$ cat src/rtl/cpu_pkg.sv
// Shared definitions for the CPU front end: fetch FSM states, PC increment
// and the default reset vector.
package cpu_pkg;

  typedef enum logic [1:0] {
    IDLE  = 2'd0,
    FETCH = 2'd1,
    HOLD  = 2'd2
  } fetch_state_e;

  localparam logic [31:0] PC_INC           = 32'd4;
  localparam logic [31:0] DEFAULT_RESET_PC = 32'h0000_0000;

  // Instruction addresses are always word aligned.
  function automatic logic [31:0] word_align(input logic [31:0] addr);
    return {addr[31:2], 2'b00};
  endfunction

endpackage

$ cat src/rtl/next_pc_calc.sv
// Combinational next-PC selection: sequential, PC-relative branch, or
// pseudo-direct jump into the current 256 MB region.
module next_pc_calc
  import cpu_pkg::*;
(
  input  logic [31:0] pc,
  input  logic        jump,
  input  logic [25:0] jump_target,
  input  logic        branch_taken,
  input  logic [31:0] branch_offset,
  output logic [31:0] pc_plus4,
  output logic [31:0] next_pc
);

  logic [31:0] branch_target_s;
  logic [31:0] jump_addr_s;

  assign pc_plus4        = pc + PC_INC;
  assign branch_target_s = pc_plus4 + (branch_offset << 5'd2);
  assign jump_addr_s     = {pc_plus4[31:28], jump_target, 2'b00};

  // Jump outranks a simultaneous taken branch.
  always_comb begin
    next_pc = pc_plus4;
    if (jump) begin
      next_pc = jump_addr_s;
    end else if (branch_taken) begin
      next_pc = branch_target_s;
    end else begin
      next_pc = pc_plus4;
    end
  end

endmodule

$ cat src/rtl/instruction_fetch.sv
// Instruction fetch stage: issues one memory request per instruction, holds
// the fetched word until downstream consumes it, then advances the PC.
module instruction_fetch
  import cpu_pkg::*;
#(
  parameter logic [31:0] RESET_PC = DEFAULT_RESET_PC
) (
  input  logic        clk,
  input  logic        rst_n,
  input  logic        stall,
  input  logic        branch_taken,
  input  logic [31:0] branch_offset,
  input  logic        jump,
  input  logic [25:0] jump_target,
  output logic        imem_req,
  output logic [31:0] imem_addr,
  input  logic [31:0] imem_rdata,
  input  logic        imem_ready,
  output logic [31:0] instr,
  output logic [15:0] imm16,
  output logic        instr_valid,
  output logic [31:0] pc_out,
  output logic [31:0] pc_plus4
);

  localparam logic [31:0] RESET_PC_ALIGNED = word_align(RESET_PC);

  fetch_state_e state_r;
  logic [31:0]  pc_r;
  logic [31:0]  instr_r;
  logic         valid_r;
  logic         req_r;
  logic [31:0]  next_pc_s;
  logic [31:0]  pc_plus4_s;

  next_pc_calc u_next_pc_calc (
    .pc            (pc_r),
    .jump          (jump),
    .jump_target   (jump_target),
    .branch_taken  (branch_taken),
    .branch_offset (branch_offset),
    .pc_plus4      (pc_plus4_s),
    .next_pc       (next_pc_s)
  );

  // Fetch FSM; req_r is kept equal to (state_r == FETCH) as a flop of its own.
  always_ff @(posedge clk or negedge rst_n) begin
    if (!rst_n) begin
      state_r <= IDLE;
      pc_r    <= RESET_PC_ALIGNED;
      instr_r <= 32'h0000_0000;
      valid_r <= 1'b0;
      req_r   <= 1'b0;
    end else begin
      case (state_r)
        IDLE: begin
          state_r <= FETCH;
          req_r   <= 1'b1;
        end
        FETCH: begin
          if (imem_ready) begin
            instr_r <= imem_rdata;
            valid_r <= 1'b1;
            req_r   <= 1'b0;
            state_r <= HOLD;
          end else begin
            state_r <= FETCH;
          end
        end
        HOLD: begin
          // Redirect inputs only matter on the consume cycle.
          if (!stall) begin
            pc_r    <= next_pc_s;
            valid_r <= 1'b0;
            req_r   <= 1'b1;
            state_r <= FETCH;
          end else begin
            state_r <= HOLD;
          end
        end
        default: begin
          state_r <= IDLE;
          valid_r <= 1'b0;
          req_r   <= 1'b0;
        end
      endcase
    end
  end

  assign imem_req    = req_r;
  assign imem_addr   = pc_r;
  assign pc_out      = pc_r;
  assign pc_plus4    = pc_plus4_s;
  assign instr       = instr_r;
  assign imm16       = instr_r[15:0];
  assign instr_valid = valid_r;

endmodule

$ cat config.mk
export PLATFORM = sky130hd
export DESIGN_NAME = instruction_fetch
export DESIGN_NICKNAME = d
export VERILOG_FILES = /design/src/rtl/cpu_pkg.sv /design/src/rtl/next_pc_calc.sv /design/src/rtl/instruction_fetch.sv
export SDC_FILE = /design/constraint.sdc
export NUM_CORES = 1
export LEC_CHECK = 0
export CAP_MARGIN = 20
export CORE_MARGIN = 3
export CORE_UTILIZATION = 44
export CTS_CLUSTER_DIAMETER = 50
export CTS_CLUSTER_SIZE = 24
export DETAILED_ROUTE_END_ITERATION = 10
export GPL_ROUTABILITY_DRIVEN = 0
export PLACE_DENSITY = 0.82
export SETUP_SLACK_MARGIN = 0.5
export SYNTH_ARGS = -nofsm -noshare
export SYNTH_HDL_FRONTEND = slang
export SYNTH_HIERARCHICAL = 1
export SYNTH_SLANG_ARGS = --single-unit
$ cat constraint.sdc
create_clock -name clk -period 6 [get_ports clk]
set_input_delay 1.5 -clock clk [delete_from_list [all_inputs] [get_ports clk]]
set_output_delay 1.5 -clock clk [all_outputs]
set_load 0.01 [all_outputs]
* After elaboration in Yosys (flattened, before gate mapping) *
Cells that the tools add are included.
W data, S select, Z words.

cells by class
  $add $sub $neg = 2
  equality and inequality tests = 4
  mux-type cells = 11
  bitwise logic cells = 2
  reductions and logical operators = 5

operators by type and width
  cell                     count
  $mux W32                 2
  $add A32 B3 Y32 const B  1
  $add A32 B32 Y32         1
  $pmux W1 S3              2
  $pmux W2 S3              1
  $reduce_and A2 Y1        3
  $mux W1                  4
  $mux W2                  2
  $ne A2 B2 Y1 const B     2
  $reduce_and A3 Y1        1
  $eq A2 B1 Y1 const B     1
  $eq A2 B2 Y1 const B     1
  $logic_not A2 Y1         1
  $not A1 Y1               2

word-level totals
  bits in registers = 68
  bits of input ports = 96

* Depth between registers and ports, before layout *
  depth after elaboration = 4
  mapped depth = 19
  depth with buffers taken out = 17

* By module *
The synthesis kept the hierarchy.

by module, submodules not included
  module             times used  cells each  area an instance (um^2)
  instruction_fetch  1           200         2,950.3
  next_pc_calc       1           416         2,904.0

* Worst setup path after synthesis *
Ideal clock, no wire load.

  kind = in2reg
  start = input port branch_offset[0]
  end = register pc_r[18], in the netlist imem_addr[18]
  arrival = 3.764 ns
  required time = 5.873 ns
  slack = 2.108 ns
  stages = 11
  buffers on the path = 0
  cell sequence = ha_1 > fa_1 > a21o_1 > a221oi_2 > nor2_4 > a21oi_4 > o31ai_4 > xnor2_1 > a21oi_1 > mux2_2 > mux2_1

on the way
  cells in the longest elaborated chain, start to end = 3

ends and longest elaborated chain
  item                  line                     RTL
  from (decl)           instruction_fetch.sv:12  input logic [31:0] branch_offset,
  $add A32 B32 Y32      next_pc_calc.sv:19       assign branch_target_s = pc_plus4 + (branch_offset << 5'd2);
  $mux W32              next_pc_calc.sv:27       end else if (branch_taken) begin
  $mux W32              next_pc_calc.sv:25       if (jump) begin
  via next_pc_s[18]     instruction_fetch.sv:33  logic [31:0] next_pc_s;
  to (signal assigned)  instruction_fetch.sv:73  pc_r <= next_pc_s;
  to (decl)             instruction_fetch.sv:29  logic [31:0] pc_r;

The timed path passes the listed nets, and every way through them passes these cells.
A chain may end at the register's enable or synchronous reset.

* Worst setup path in the final report *
  start = register pc_r[4], in the netlist imem_addr[4]
  end = output port pc_plus4[31]

on the way
  cells in the longest elaborated chain, start to end = 1

ends and longest elaborated chain
  item             line                     RTL
  $add A32 B3 Y32  next_pc_calc.sv:18       assign pc_plus4 = pc + PC_INC;
  to (decl)        instruction_fetch.sv:23  output logic [31:0] pc_plus4

Every way passes these cells.

==> flow_metrics.py <==
metrics = {
    "status": {
        "status": "complete, no violations",
    },
    "cts": {
        "clockBufferDepth": 2,
        "cts_resized": 0,
        "htreeDepth": 3,
        "numCtsBuffers": 9,
        "post_cts_buffers": 0,
        "clock-root-buffer": "clkbuf_16",
        "cts_hold_buffers": 0,
        "clk_pin_slew_ps": 60,
        "clkSinkCount": 68,
        "tritoncts": "done",
        "worstSkewPairLatency_ps": 340,
    },
    "setup_path": {
        "r2r-end": "imem_addr[31]$_DFFE_PN0P_",
        "reg2reg_slack_ps": 1660,
        "critPathLaunchType": "flop",
        "rr_startpoint": "imem_addr[2]$_DFFE_PN0P_",
        "critPathMaxFanout": 8,
        "endpoint": "pc_plus4[31]",
        "ff2ff_path_depth": 17,
        "worst-setup-path-type": "flop to primary output",
        "crit_path_end_kind": "primary output",
        "arrival_ps": 3230,
        "crit_start": "imem_addr[4]$_DFFE_PN0P_",
        "crit_required_ps": 4500,
    },
    "power_and_ir_drop": {
        "internal_power_mw": 2.66,
        "switchingPower_mw": 1.90,
        "pwr-share-seq": 0.212,
        "p_clk_frac": 0.122,
        "p_total_mw": 4.56,
        "p_per_area_nw_per_um2": 551,
        "ir_drop_mv": 0.325,
        "comb_power_share": 0.667,
        "power_leakage_nw": 3.46,
        "sw_frac_of_total": 0.417,
    },
    "route": {
        "first_pass_iters": 6,
        "ant_nets": 0,
        "wl_um": 17800,
        "drc": 0,
        "wl_per_cell_um": 18.3,
        "via_count": 5342,
        "first_iter_violations": 519,
        "avgViaCountPerCell": 5.48,
    },
    "synth": {
        "synth_common_cells": "mux2_2, dfrtp_1, buf_4",
        "synth_ff_type": "dfrtp_1",
        "synth_top_area_share": 0.291,
        "postSynthAreaPerCell_sq_um": 9.50,
        "ys_ff_latch": 68,
        "yosysSeqAreaShare": 0.291,
        "synth.most_common_cell": "mux2_2",
        "synth_cell_types": 70,
        "synth_edf_count": 0,
        "syn_inst": 616,
        "synth_fp_nets": 749,
        "synth_area_leader_cell": "dfrtp_1",
        "yosysWarnings": 6,
        "netlist_area_sq_um": 5850,
        "synthTopCellsByArea": "dfrtp_1, mux2_2, ha_1, buf_4, xnor2_1",
        "async_reset_ff_frac": 1.00,
    },
    "worst_hold_path": {
        "holdCritPathClass": "flop to flop",
    },
    "global_route": {
        "antenna_found_initial": 1,
        "overflow": 0,
        "grt_pass1_vias": 5486,
        "grt_usage": 0.240,
        "grt_max_degree": 69,
        "grt_pass1_wl_um": 28000,
    },
    "sta": {
        "setup-violations-final": 0,
        "timing.setup.tns_ps": 0,
        "hold_viol": 0,
        "fmax_mhz": 212,
        "min_period_over_period": 0.788,
        "slew_violations": 0,
        "maxSlewHeadroom": 0.386,
        "fin_skew_ps": 8.44,
        "worst_slew_pin_slew_ps": 920,
        "grt_setup_unrepaired": "false",
        "fin_crit_ps": 4730,
    },
    "placed_design": {
        "portBuffers": 239,
        "dpl_cell_area_sq_um": 7970,
        "dp_hpwl_um": 13700,
    },
    "floorplan": {
        "initial_utilization": 0.456,
        "pin_count": 242,
        "core_area_sq_um": 12800,
        "die_w_um": 121,
        "dieArea_sq_um": 14700,
        "rows": 41,
        "die_h_um": 121,
    },
    "layout": {
        "fin_area_sq_um": 8280,
        "drive_gt1_frac": 0.148,
        "final_util": 0.645,
        "diodes": 0,
        "syn_to_final_growth_pct": 41.4,
        "num-nets-final": 930,
        "fillerInstances": 1035,
    },
    "run": {
        "cap_violations": 0,
    },
}
-- worst max-delay path, cell delays in order (launching register included) --
cell and delay [ps]:
dfrtp_1 510, and3_1 350, nand3_1 190, nor3_2 560, nand2_1 150, nor3_1 280
xor2_1 250, clkdlybuf4s50_1 590
-- routing by layer --
layer  vias up  track usage  wire (um)
met4         2       0.0798        350
met2       245        0.426       9100
met3        28       0.0653       1570
met1      2549        0.278       6770
met5         -            0          8
li1       2518            -          -
-- state kept, by name, indices dropped and copies added, names as in the netlist --
name and cells:
imem_req 1, state_r 2, imem_addr 32, instr 32, instr_valid 1
-- metrics by stage --
step	setup slack [ps]	cells	hold slack (ps)
2_1_floorplan	2110	616	505
3_3_place_gp	1410	958	487
3_5_place_dp	1380	958	498
4_1_cts	1250	974	512
5_1_grt	1110	974	527
6_report	1270	974	512
-- area by class of cell --
type	count	area (sq um)	share of cell area
Multi-Input combinational cell	453	3550	0.429
Timing Repair Buffer	244	2420	0.292
Sequential cell	68	1700	0.206
Clock buffer	10	239	0.0289
Tap cell	172	215	0.0260
Inverter	21	78.8	0.00952
Clock inverter	6	71.3	0.00862
-- cell usage in the layout (no fill, tap or decap), types with 9 or more instances in the layout --
cell type        instances
clkdlybuf4s50_1        237
mux2_2                  69
dfrtp_1                 68
a21oi_1                 43
nand2_1                 42
ha_1                    36
xnor2_1                 30
nor2_1                  28
xor2_1                  23
o21ai_0                 22
inv_1                   20
nand3_1                 17
a21o_1                  15
and3_1                  10
clkbuf_16                9
mux2i_1                  9
-- how the worst min path moves through the flow --
| stage | cells after the start | start | slack [ps] | to |
|---|---|---|---|---|
| after floorplan | 1 | state_r[1]$_DFF_PN0_ | 500 | imem_req$_DFFE_PN0P_ |
| after global placement | 1 | instr[18]$_DFFE_PN0P_ | 490 | instr[18]$_DFFE_PN0P_ |
| after detailed placement | 1 | instr[22]$_DFFE_PN0P_ | 500 | instr[22]$_DFFE_PN0P_ |
| after CTS | 1 | instr[28]$_DFFE_PN0P_ | 510 | instr[28]$_DFFE_PN0P_ |
| after global routing | 1 | instr[28]$_DFFE_PN0P_ | 530 | instr[28]$_DFFE_PN0P_ |
| final | 1 | instr[28]$_DFFE_PN0P_ | 510 | instr[28]$_DFFE_PN0P_ |
-- logic make-up (layout without fill, tap and decap cells) --
logic type               Yosys count  after routing  share of synthesized area
buffers and inverters             95            281                      0.103
XOR/XNOR                          53             53                     0.0793
AO/OA/AOI/OAI                    132            132                      0.157
flip-flops                        68             68                      0.291
AND/OR/NAND/NOR                  151            151                      0.138
adder cells (fa/ha/maj)           37             37                     0.0804
multiplexers                      80             80                      0.152
-- power groups by stage --
stage | logic, mW | registers [mW] | clock network (mW)
2_1_floorplan | 1.82 | 1.00 | 0
3_3_place_gp | 2.95 | 0.947 | 0
3_5_place_dp | 3.02 | 0.970 | 0
4_1_cts | 3.04 | 0.966 | 0.572
5_1_grt | 3.28 | 1.00 | 0.589
6_report | 3.04 | 0.966 | 0.555
(Power assumes the default switching activity.)
